==> src/rtl/fetch_stage.sv <==
// Instruction fetch stage and F/D pipeline latch.
// Latency: one cycle from fetch address to F/D; one instruction per cycle.
// Backpressure: stall freezes pc and F/D; redirect squashes and inserts one bubble.
//
// Ports:
//   clock, reset       rising-edge clock, synchronous active-high reset
//   stall              decode cannot accept; hold pc and F/D latch
//   redirect_valid/pc  taken branch/jump from execute and its target
//   imem_addr          combinational next-pc word address to synchronous imem
//   q_imem             imem read data, always mem[pc] in the current cycle
//   fd_instruction/pc  F/D latch contents presented to decode
//   fd_valid           F/D latch holds a real in-path instruction
//   fetch_count        number of valid instructions loaded into F/D
module fetch_stage #(
  parameter int          IMEM_ADDR_WIDTH = 12,
  parameter logic [31:0] RESET_PC        = 32'd0
) (
  input  logic                       clock,
  input  logic                       reset,
  input  logic                       stall,
  input  logic                       redirect_valid,
  input  logic [31:0]                redirect_pc,
  output logic [IMEM_ADDR_WIDTH-1:0] imem_addr,
  input  logic [31:0]                q_imem,
  output logic [31:0]                fd_instruction,
  output logic [31:0]                fd_pc,
  output logic                       fd_valid,
  output logic [31:0]                fetch_count
);

  logic [31:0] pc;
  logic [31:0] next_pc;
  logic [31:0] fd_instr_q;

  // The memory samples next_pc on the same edge that loads pc, so q_imem
  // always corresponds to pc during the following cycle.
  always_comb begin
    next_pc = pc + 32'd1;
    if (reset) begin
      next_pc = RESET_PC;
    end else if (redirect_valid) begin
      next_pc = redirect_pc;
    end else if (stall) begin
      next_pc = pc;
    end
  end

  assign imem_addr = next_pc[IMEM_ADDR_WIDTH-1:0];

  always_ff @(posedge clock) begin
    pc <= next_pc;
    if (reset) begin
      fd_instr_q  <= 32'd0;
      fd_pc       <= 32'd0;
      fd_valid    <= 1'b0;
      fetch_count <= 32'd0;
    end else if (redirect_valid) begin
      // Squash the wrong-path word; stall is irrelevant since it is discarded.
      fd_instr_q <= 32'd0;
      fd_pc      <= 32'd0;
      fd_valid   <= 1'b0;
    end else if (!stall) begin
      fd_instr_q  <= q_imem;
      fd_pc       <= pc;
      fd_valid    <= 1'b1;
      fetch_count <= fetch_count + 32'd1;
    end
  end

  // Decode must only ever see a nop when the latch is empty.
  assign fd_instruction = fd_valid ? fd_instr_q : 32'd0;

endmodule

==> config.mk <==
export PLATFORM = sky130hd
export DESIGN_NAME = fetch_stage
export DESIGN_NICKNAME = d
export VERILOG_FILES = /design/src/rtl/fetch_stage.sv
export SDC_FILE = /design/constraint.sdc
export NUM_CORES = 1
export LEC_CHECK = 0
export ABC_AREA = 0
export CAP_MARGIN = 10
export CELL_PAD_IN_SITES_DETAIL_PLACEMENT = 0
export CELL_PAD_IN_SITES_GLOBAL_PLACEMENT = 1
export CORE_MARGIN = 1.5
export CORE_UTILIZATION = 31
export DETAILED_ROUTE_END_ITERATION = 10
export PLACE_DENSITY_LB_ADDON = 0.1
export SLEW_MARGIN = 20
export SYNTH_ARGS = -nofsm -noshare
export SYNTH_HDL_FRONTEND = slang
export SYNTH_SLANG_ARGS = --single-unit
==> constraint.sdc <==
create_clock -name clock -period 2.5 [get_ports clock]
set_clock_uncertainty 0.2 [all_clocks]
set_input_delay 0.5 -clock clock [delete_from_list [all_inputs] [get_ports clock]]
set_output_delay 0.5 -clock clock [all_outputs]
set_load 0.05 [all_outputs]
Yosys cells after proc, flatten, opt, wreduce, memory -nomap -nowiden
Cells that the tools add are included.
{"block": "word_totals", "rom_bits": 0, "ramBits": 0, "out_inout_bits": 109, "memories": 0, "latchBits": 0, "regBits": 129, "inputBits": 68, "elab_cells": 17}
{"block": "classes", "add_sub_neg": 2, "n_mul": 0, "eq_ne": 1, "magnitude_cmp": 0, "reduce_logical": 2, "shift": 0, "mux": 4, "n_div": 0, "n_bitwise": 2}
{"operator": "$mux 32", "count": 3}
{"operator": "$add 32x1->32 const B", "count": 2}
{"operator": "$mux 12", "count": 1}
{"operator": "$ne 2x1->1 const B", "count": 1}
{"operator": "$not 1->1", "count": 2}
{"operator": "$reduce_and 2->1", "count": 1}
{"operator": "$reduce_or 2->1", "count": 1}

Logic depth before layout (Yosys ltp)
Gate-level depths: netlist (run 1).
{"block": "depth", "word_depth": 4, "depth_mapped": 8, "ltp_nobuf": 5}

Worst setup path before layout (run 1)
Ideal clock, no wire load.
{"block": "synth_timing", "path_type": "input port to output port", "startpoint": "in stall", "endpoint": "out imem_addr[11]", "path_buffers": 4, "required_ns": 1.800, "path_stages": 8, "arrival_ns": 3.069, "path_slack_ns": -1.269, "cell_sequence": "clkbuf_1 and4b_1 clkbuf_1 nand4_1 clkbuf_1 clkbuf_1 xor2_1 a211oi_1"}
{"block": "synth_via", "elab_chain_len": 3}
{"item": "start: declaration", "line_no": "20", "rtl": "input logic stall,"}
{"item": "$mux 32", "line_no": "43", "rtl": "end else if (stall) begin"}
{"item": "$mux 32", "line_no": "41", "rtl": "end else if (redirect_valid) begin"}
{"item": "$mux 12", "line_no": "39", "rtl": "if (reset) begin"}
{"item": "end: declaration", "line_no": "23", "rtl": "output logic [IMEM_ADDR_WIDTH-1:0] imem_addr,"}
Every way passes these cells. The select of a mux whose other input is x is not followed.

Final worst setup path (run 1)
{"block": "layout_timing", "startpoint": "reg pc[0]", "endpoint": "out imem_addr[8]"}
{"block": "layout_via", "elab_chain_len": 4}
{"item": "start: declaration", "line_no": "31", "rtl": "logic [31:0] pc;"}
{"item": "start signal: assignment", "line_no": "51", "rtl": "pc <= next_pc;"}
{"item": "$add 32x1->32", "line_no": "38", "rtl": "next_pc = pc + 32'd1;"}
{"item": "$mux 32", "line_no": "43"}
{"item": "$mux 32", "line_no": "41"}
{"item": "$mux 12", "line_no": "39"}
Every way passes these cells. The select of a mux whose other input is x is not followed.

==> results_dict.tcl, run 1 <==
set metrics [dict create \
    status "complete, but fails checks" \
    violations "DRC, setup timing" \
    crit_family "simple AND/OR/NAND/NOR gates" \
    clockBufferDepth 2 \
    synth_top_area_share 0.4472 \
    cp_slowest_cell "dfxtp_4" \
    die_h_um 139.5 \
    finalNonFillerCells 1094 \
    place.port_buffers 176 \
    layout.nets 922 \
    slew_viol_final 0 \
    worst-slew-pin-transition_ns 0.5836 \
    core-area_mm2 0.01809 \
    yosysMostFrequentCell "dfxtp_1" \
    synth_area_leaders "dfxtp_1, mux2i_1, nor2_1" \
    maxCapViolCount 0 \
    synthToLayoutAreaGrowth_pct 66.05 \
    synth_edf_count 0 \
    avgSynthCellArea_um2 8.925 \
    cts_hold_buf 0 \
    grt_remaining_overflow 0 \
    wire_per_inst_um 16.25 \
    synthDistinctLibCells 35 \
    seq_area_frac_synth 0.4472 \
    die-area_mm2 0.01945 \
    gp_congestion 0.7463 \
    post-place-cells 1046 \
    avgViaCountPerCell 5.000 \
    hpwl_um 12310 \
    register_area_mm2 0.002605 \
    path_buf_inv 1 \
    max_freq_ghz 0.3759 \
    wirelength_um 17780 \
    worst-setup-path-type "reg -> out" \
    drt.antenna.violating_nets 0 \
    timing.final.ws_setup_ns -0.1602 \
    core.rowCount 49 \
    leakage_nw 3.510 \
    arrival_ns 1.96 \
    max_stage_delay_ns 0.36 \
    finalSetupViolations 9 \
    ir_worst_vdd_mv 0.4762 \
    grt_pass1_wl_um 27870 \
    synthesis.nets 717 \
    dr.pass1.iters 7 \
    die_w_um 139.5 \
    synthArstFlopShare 0 \
    cp-start-kind "register" \
    yosys_warnings 0 \
    cts_max_level 4 \
    p_per_area_mw_per_mm2 567.4 \
    clock-sinks 129 \
    ys_top_cells_by_count "dfxtp_1, nor2_1, mux2i_1" \
    num_vias 5470 \
    path_cells "ha_4 -> and4b_2 -> nand4_1 -> xor2_1 -> a211oi_4 -> buf_12" \
    min_path_type "reg -> reg" \
    hold_viol 0 \
    syn_inst 647 \
    fin_crit_sh 1.064 \
    place_ws_ns -0.4650 \
    clockRootBuffer "clkbuf_16" \
    drt_iter0_drc 220 \
    n_antenna_cell 0 \
    grt_start_max_net_pins 51 \
    finalCriticalPeriod_ns 2.660 \
    drc_errors 12 \
    fillCellCount 1644 \
    yosys.area.top_type "dfxtp_1" \
    grt_setup_unrepaired "yes" \
    clk_pin_slew_ns 0.05 \
    top_level_ports 177 \
    ys.flop_type "dfxtp_1" \
    antenna_found_initial 0 \
    start_util 0.3193 \
    synth-seq-cells 129 \
    crit_fanout 4 \
    multi_input_area_mm2 0.003294 \
    drive_above_1_share 0.2277 \
    clock_latency_ns 0.41 \
    min_from "fd_instr_q[28]" \
    slew_headroom 0.6097 \
    critPathLaunch "pc[0]" \
    tritoncts "done" \
    synth_area_mm2 0.005774 \
    rr_startpoint "pc[0]" \
    cts-buffers-inserted 17 \
    gr-usage-all-layers 0.1780 \
    cp.required_ns 1.80 \
    grt_pass1_vias 5302 \
    endpoint_kind "primary output" \
]
## registers in the layout, indices dropped and copies added, names as in the netlist
| signal | cells |
|---|---|
| fetch_count | 32 |
| fd_valid | 1 |
| fd_instr_q | 32 |
| fd_pc | 32 |
| pc | 32 |
## worst paths after layout
kind | end | slack [ns] | depth (start not counted)
setup / recovery | imem_addr[8] | -0.16 | 6
hold / removal | fd_instr_q[28] | 0.29 | 2
setup reg to reg | pc[18] | 0.07 | 9
hold reg to reg | fd_instr_q[28] | 0.29 | 2
## metrics by stage
stage          hold slack (ns)  instance area, um^2  utilization  total power, mW  setup TNS, ns
4_1_cts                 0.2916                 9339       0.5164            5.504         -1.268
5_1_grt                 0.3152                 9588       0.5301            5.663         -1.853
6_report                0.2876                 9588       0.5301            5.441        -0.9747
3_5_place_dp            0.2786                 8602       0.4756            2.904         -7.966
2_1_floorplan           0.2548                 5996            -            2.578        -0.6552
3_3_place_gp            0.2675                 8602       0.4756            2.893         -6.980
## layer usage
layer  global-route usage  vias to the layer above  part of all wire
li1                     -                     2730                 -
met5                    0                        -                 0
met4              0.06999                        0             0.018
met1               0.2245                     2606              0.45
met3              0.03613                       21             0.045
met2               0.2982                      113              0.48
## placed cells by master, fill, tap and decap left out, types with 15 or more instances in the layout
master	count
o31ai_1	20
buf_4	50
clkdlybuf4s50_1	128
or4_1	24
o21ai_0	16
buf_12	49
nand2_1	19
mux2i_1	65
nand4_1	19
or3_1	15
clkbuf_16	17
and2_1	36
dfxtp_1	119
nor2_1	102
nand3_1	15
a21oi_1	24
## power by group
group / total [mW] / switching [mW] / internal (mW)
combinational: 0.712 / 0.360 / 0.352
clock: 2.54 / 0.903 / 1.64
sequential: 2.19 / 0.0620 / 2.12
total: 5.44 / 1.32 / 4.12
## cell families (layout without fill, tap and decap cells)
group / after synthesis / after routing / synth area share
xor gates and xnor gates: 20 / 20 / 0.03033
and+or+nand+nor: 269 / 269 / 0.2470
buffers and inverters: 63 / 281 / 0.04399
DFF: 129 / 129 / 0.4472
adders and majority gates: 2 / 2 / 0.004333
AOI/OAI and AO/OA: 99 / 99 / 0.1144
muxes: 65 / 65 / 0.1127
## repair_timing
item | CTS | global route
endpoints found under the setup margin | 12 | 23
gates resized for setup | 21 | 40
setup buffers | 5 | 10
pin swaps | 11 | 23
cloned | 0 | 2
## layout make-up
| cell class | count | area share |
|---|---|---|
| inverters | 12 | 0.005220 |
| multi-input cells | 455 | 0.3436 |
| well taps | 229 | 0.02988 |
| repair buffers | 237 | 0.2863 |
| flip-flops and latches | 129 | 0.2717 |
| clock inverters | 10 | 0.01383 |
| clock buffers | 22 | 0.04946 |
## worst reg2reg max path: stages, from the launching register on
cell	delay, ns
dfxtp_4	0.36
ha_4	0.13
and4b_2	0.28
buf_6	0.14
buf_6	0.09
nand4_1	0.13
buf_4	0.18
buf_6	0.13
or4_4	0.48
a311oi_2	0.22
No activity file was read; power rests on OpenSTA's default activity.
==> inputs of run 2 (changes only) <==
--- a/config.mk
+++ b/config.mk
@@ -9,7 +9,7 @@
 export CAP_MARGIN = 10
 export CELL_PAD_IN_SITES_DETAIL_PLACEMENT = 0
 export CELL_PAD_IN_SITES_GLOBAL_PLACEMENT = 1
-export CORE_MARGIN = 1.5
+export CORE_MARGIN = 5
 export CORE_UTILIZATION = 31
 export DETAILED_ROUTE_END_ITERATION = 10
 export PLACE_DENSITY_LB_ADDON = 0.1
==> run 2 against run 1 <==
Against the previous run: sequential share of layout area increased by 0.60 points; flip-flop and latch count unchanged; the run ends with setup timing left; total power decreased by 1.3%; critical path type unchanged.
==> results_dict.tcl, run 2 (synthesized netlist as in run 1, its figures left out) <==
set metrics [dict create \
    status "complete, but fails checks" \
    violations "setup timing" \
    clock_latency_ns 0.41 \
    clockRootBuffer "clkbuf_16" \
    finalSetupViolations 9 \
    die-area_mm2 0.02146 \
    avgViaCountPerCell 5.007 \
    tns_ns -1.696 \
    arrival_ns 2.03 \
    finalCriticalPeriod_ns 2.733 \
    antenna_found_initial 0 \
    drt_iter0_drc 206 \
    gr-usage-all-layers 0.1698 \
    drive_above_1_share 0.1920 \
    grt_pass1_vias 5554 \
    cp-start-kind "register" \
    layout.nets 911 \
    power.share.clock 0.465 \
    endpoint_kind "primary output" \
    clk_pin_slew_ns 0.06 \
    place.port_buffers 176 \
    sw_frac_of_total 0.2450 \
    n_antenna_cell 0 \
    layout_commonest_cell "clkdlybuf4s50_1" \
    cp.required_ns 1.80 \
    slew_headroom 0.5762 \
    drt.antenna.violating_nets 0 \
    die_w_um 146.5 \
    grt_setup_unrepaired "yes" \
    max_freq_ghz 0.3659 \
    fillCellCount 1737 \
    core.rowCount 50 \
    postLayoutCoreUtil 0.5048 \
    gp_congestion 0.7667 \
    hpwl_um 12850 \
    cts_max_level 4 \
    timing.final.ws_setup_ns -0.2330 \
    tritoncts "done" \
    crit_fanout 3 \
    p_comb_frac 0.129 \
    start_util 0.3118 \
    wirelength_um 18120 \
    wire_per_inst_um 16.65 \
    clock-sinks 129 \
    grt_remaining_overflow 0 \
    min_path_type "reg -> reg" \
    worst-setup-path-type "reg -> out" \
    synthToLayoutAreaGrowth_pct 61.89 \
    slew_viol_final 0 \
    p_per_area_mw_per_mm2 574.5 \
    clockBufferDepth 2 \
    fin_crit_sh 1.093 \
    grt_start_max_net_pins 66 \
    leakage_nw 3.427 \
    switchingPower_mw 1.316 \
    place_ws_ns -0.4029 \
    grt_pass1_wl_um 29350 \
    maxCapViolCount 0 \
    cts_hold_buf 0 \
    cts-buffers-inserted 17 \
    p_int_mw 4.055 \
    num_vias 5448 \
    dr.pass1.iters 5 \
    hold_viol 0 \
    p_seq_frac 0.406 \
    layout_common_cells "clkdlybuf4s50_1, dfxtp_1, nor2_1" \
    worst-slew-pin-transition_ns 0.6357 \
    die_h_um 146.5 \
    core-area_mm2 0.01852 \
    ir_worst_vdd_mv 0.4661 \
    top_level_ports 177 \
    drc_errors 0 \
]
[run 2: cell type report]
type                            count  area, um^2  area share
Multi-Input combinational cell    455        3159      0.3380
Timing Repair Buffer              226        2650      0.2835
Sequential cell                   129        2596      0.2777
Clock buffer                       23       498.0     0.05327
Tap cell                          234       292.8     0.03132
Clock inverter                      9       103.9     0.01111
Inverter                           12       47.55    0.005086
[run 2: worst max-delay path, cell delays in order (launching register included)]
cell	delay (ns)
dfxtp_2	0.36
ha_4	0.14
and4b_2	0.25
buf_4	0.12
nand4_1	0.13
xor2_1	0.19
a211oi_4	0.27
buf_12	0.17
[run 2: final timing paths]
kind | from | endpoint | slack (ns) | cells past startpoint
setup reg to reg | fetch_count[0] | fetch_count[20] | 0.07 | 6
hold / removal | fd_instr_q[5] | fd_instr_q[5] | 0.29 | 2
hold reg to reg | fd_instr_q[5] | fd_instr_q[5] | 0.29 | 2
setup / recovery | pc[1] | imem_addr[8] | -0.23 | 7
[run 2: metrics by stage]
stage | total power, mW | instances | hold WS [ns] | cell area (um^2)
global route | 5.599 | 1088 | 0.3181 | 9348
CTS | 5.443 | 1083 | 0.2933 | 9298
global placement | 2.887 | 1045 | 0.2675 | 8563
floorplan | 2.578 | 647 | 0.2548 | 5996
detailed placement | 2.895 | 1045 | 0.2792 | 8563
finish | 5.370 | 1088 | 0.2867 | 9348
[run 2: layer usage]
layer	global-route usage	vias up	share of wire
li1	-	2709	-
met1	0.2136	2596	0.44
met2	0.2855	128	0.50
met3	0.04097	15	0.042
met4	0.05738	0	0.013
met5	0	-	0
[run 2: repair_timing]
action                                  4_1_cts  5_1_grt
gates resized for setup                      16        4
pin swaps                                     9        6
setup buffers                                 6        5
endpoints found under the setup margin       11       22
gates cloned                                  1        1
[run 2: power groups by stage]
stage               registers, mW  logic [mW]  clock network, mW
floorplan                    2.26       0.321                  0
finish                       2.18       0.691               2.50
global route                 2.19       0.740               2.67
detailed placement           2.23       0.670                  0
CTS                          2.18       0.693               2.57
global placement             2.22       0.663                  0
==> inputs of run 3 (changes only) <==
--- a/config.mk
+++ b/config.mk
@@ -13,6 +13,7 @@
 export CORE_UTILIZATION = 31
 export DETAILED_ROUTE_END_ITERATION = 10
 export PLACE_DENSITY_LB_ADDON = 0.1
+export SETUP_SLACK_MARGIN = 0.1
 export SLEW_MARGIN = 20
 export SYNTH_ARGS = -nofsm -noshare
 export SYNTH_HDL_FRONTEND = slang
==> run 3 against run 2 <==
Against the previous run: the flow still finishes with violations (setup timing); register-to-register slack better by 0.07 ns; global-route usage is 0.52 points lower; critical path depth is 1 lower; first-iteration DRC count is 22% lower; via count is 1.5% higher; cell count is 0.46% higher; design area is 2.7% higher; wire length is 0.61% higher; combinational power is 1% higher; flip-flop and latch count stayed put.
==> results_dict.tcl, run 3 (synthesized netlist as in run 1, its figures left out) <==
set metrics [dict create \
    critPathLaunch "pc[1]" \
    finalNonFillerCells 1093 \
    drt.antenna.violating_nets 0 \
    slew_headroom 0.5689 \
    rr_startpoint "fetch_count[0]" \
    grt_pass1_wl_um 28760 \
    endpoint "imem_addr[6]" \
    timing.final.ws_setup_ns -0.2228 \
    leakage_nw 3.724 \
    post-place-cells 1048 \
    clock-sinks 129 \
    grt_setup_unrepaired "yes" \
    totalPowerFinal_mw 5.518 \
    cp.required_ns 1.80 \
    register_area_mm2 0.002603 \
    worst-setup-path-type "reg -> out" \
    min_path_type "reg -> reg" \
    crit_fanout 6 \
    p_per_area_mw_per_mm2 575.0 \
    synthToLayoutAreaGrowth_pct 66.20 \
    avgViaCountPerCell 5.060 \
    gr-usage-met3 0.04935 \
    maxCapViolCount 0 \
    gr-usage-all-layers 0.1646 \
    die-area_mm2 0.02146 \
    r2r-end "fetch_count[18]" \
    grt_remaining_overflow 0 \
    fin_crit_sh 1.089 \
    layout_common_cells "dfxtp_1, clkdlybuf4s50_1, nor2_1" \
    violations "setup timing" \
    arrival_ns 2.02 \
    clockBufferDepth 2 \
    tritoncts "done" \
    num_vias 5531 \
    fillCellCount 1699 \
    gp_congestion 0.7816 \
    start_util 0.3118 \
    global_route.peak_usage_layer "met2" \
    layout.nets 916 \
    max_freq_ghz 0.3673 \
    dr.pass1.iters 6 \
    slew_viol_final 0 \
    drive_above_1_share 0.2328 \
    core-area_mm2 0.01852 \
    multi_input_area_mm2 0.003268 \
    r2r_cells 6 \
    clk_pin_slew_ns 0.05 \
    endpoint_kind "primary output" \
    ir_worst_vdd_mv 0.4552 \
    die_h_um 146.5 \
    drc_errors 0 \
    worst-slew-pin-transition_ns 0.6466 \
    postLayoutCoreUtil 0.5182 \
    status "complete, but fails checks" \
    antenna_found_initial 0 \
    wirelength_um 18230 \
    wire_per_inst_um 16.68 \
    place.port_buffers 176 \
    cp-start-kind "register" \
    top_level_ports 177 \
    finalSetupViolations 9 \
    grt_start_max_net_pins 52 \
    cts_max_level 4 \
    n_antenna_cell 0 \
    core.rowCount 50 \
    drt_iter0_drc 160 \
    cts-buffers-inserted 17 \
    hpwl_um 12940 \
    grt_util_met2 0.2790 \
    grt_pass1_vias 5370 \
    clockRootBuffer "clkbuf_16" \
    r2r_setup_slack_ns 0.14 \
    hold_viol 0 \
    layout_commonest_cell "dfxtp_1" \
    use_met1 0.2041 \
    die_w_um 146.5 \
    clock_latency_ns 0.41 \
    finalCriticalPeriod_ns 2.723 \
]
[run 3: layout make-up]
class	count	area share
flip-flops and latches	129	0.2712
well taps	234	0.03051
clock inverters	9	0.01304
multi-input cells	455	0.3405
repair buffers	231	0.2870
clock buffers	23	0.05306
inverters	12	0.004694
[run 3: worst min path at each step]
stage	startpoint	slack [ns]	endpoint	cells after the start
after global routing	reset	0.32	fetch_count[31]	2
after detailed placement	fd_instr_q[8]	0.28	fd_instr_q[8]	2
after global placement	fd_instr_q[10]	0.27	fd_instr_q[10]	2
after floorplan	fd_instr_q[31]	0.25	fd_instr_q[31]	2
after CTS	fd_instr_q[8]	0.29	fd_instr_q[8]	2
final	fd_instr_q[16]	0.29	fd_instr_q[16]	2
[run 3: metrics by stage]
step | setup slack [ns] | instance area [um^2] | hold slack, ns | setup TNS [ns]
floorplan | -0.3237 | 6008 | 0.2548 | -0.6551
global placement | -0.4305 | 8584 | 0.2669 | -8.412
detailed placement | -0.4873 | 8584 | 0.2794 | -9.628
CTS | -0.2807 | 9316 | 0.2934 | -1.974
global route | -0.3375 | 9597 | 0.3184 | -2.630
finish | -0.2228 | 9597 | 0.2866 | -1.742
[run 3: power breakdown]
| part | total (mW) | switching [mW] | leakage [nW] | internal, mW |
|---|---|---|---|---|
| clock | 2.64 | 0.909 | 0.310 | 1.73 |
| combinational | 0.700 | 0.362 | 2.36 | 0.338 |
| sequential | 2.18 | 0.0567 | 1.06 | 2.12 |
[run 3: timing repair]
item,CTS,global route
setup buffers,5,7
endpoints found under the setup margin,32,44
gates resized for setup,27,47
cloned,0,2
pin swaps,12,26
hold buffers,0,0
[run 3: worst max-delay path, cell delays in order, from the launching register on]
cell and delay [ns]:
dfxtp_2 0.34, ha_2 0.18, and4b_2 0.31, nand3_1 0.11, xor2_1 0.18, a211oi_4 0.30
buf_12 0.18
[run 3: metal layers]
metal / routed length [um] / vias up / part of all wire
li1: - / 2713 / -
met1: 8011 / 2667 / 0.44
met2: 9136 / 134 / 0.50
met3: 911 / 17 / 0.050
met4: 170 / 0 / 0.0093
met5: 0 / - / 0
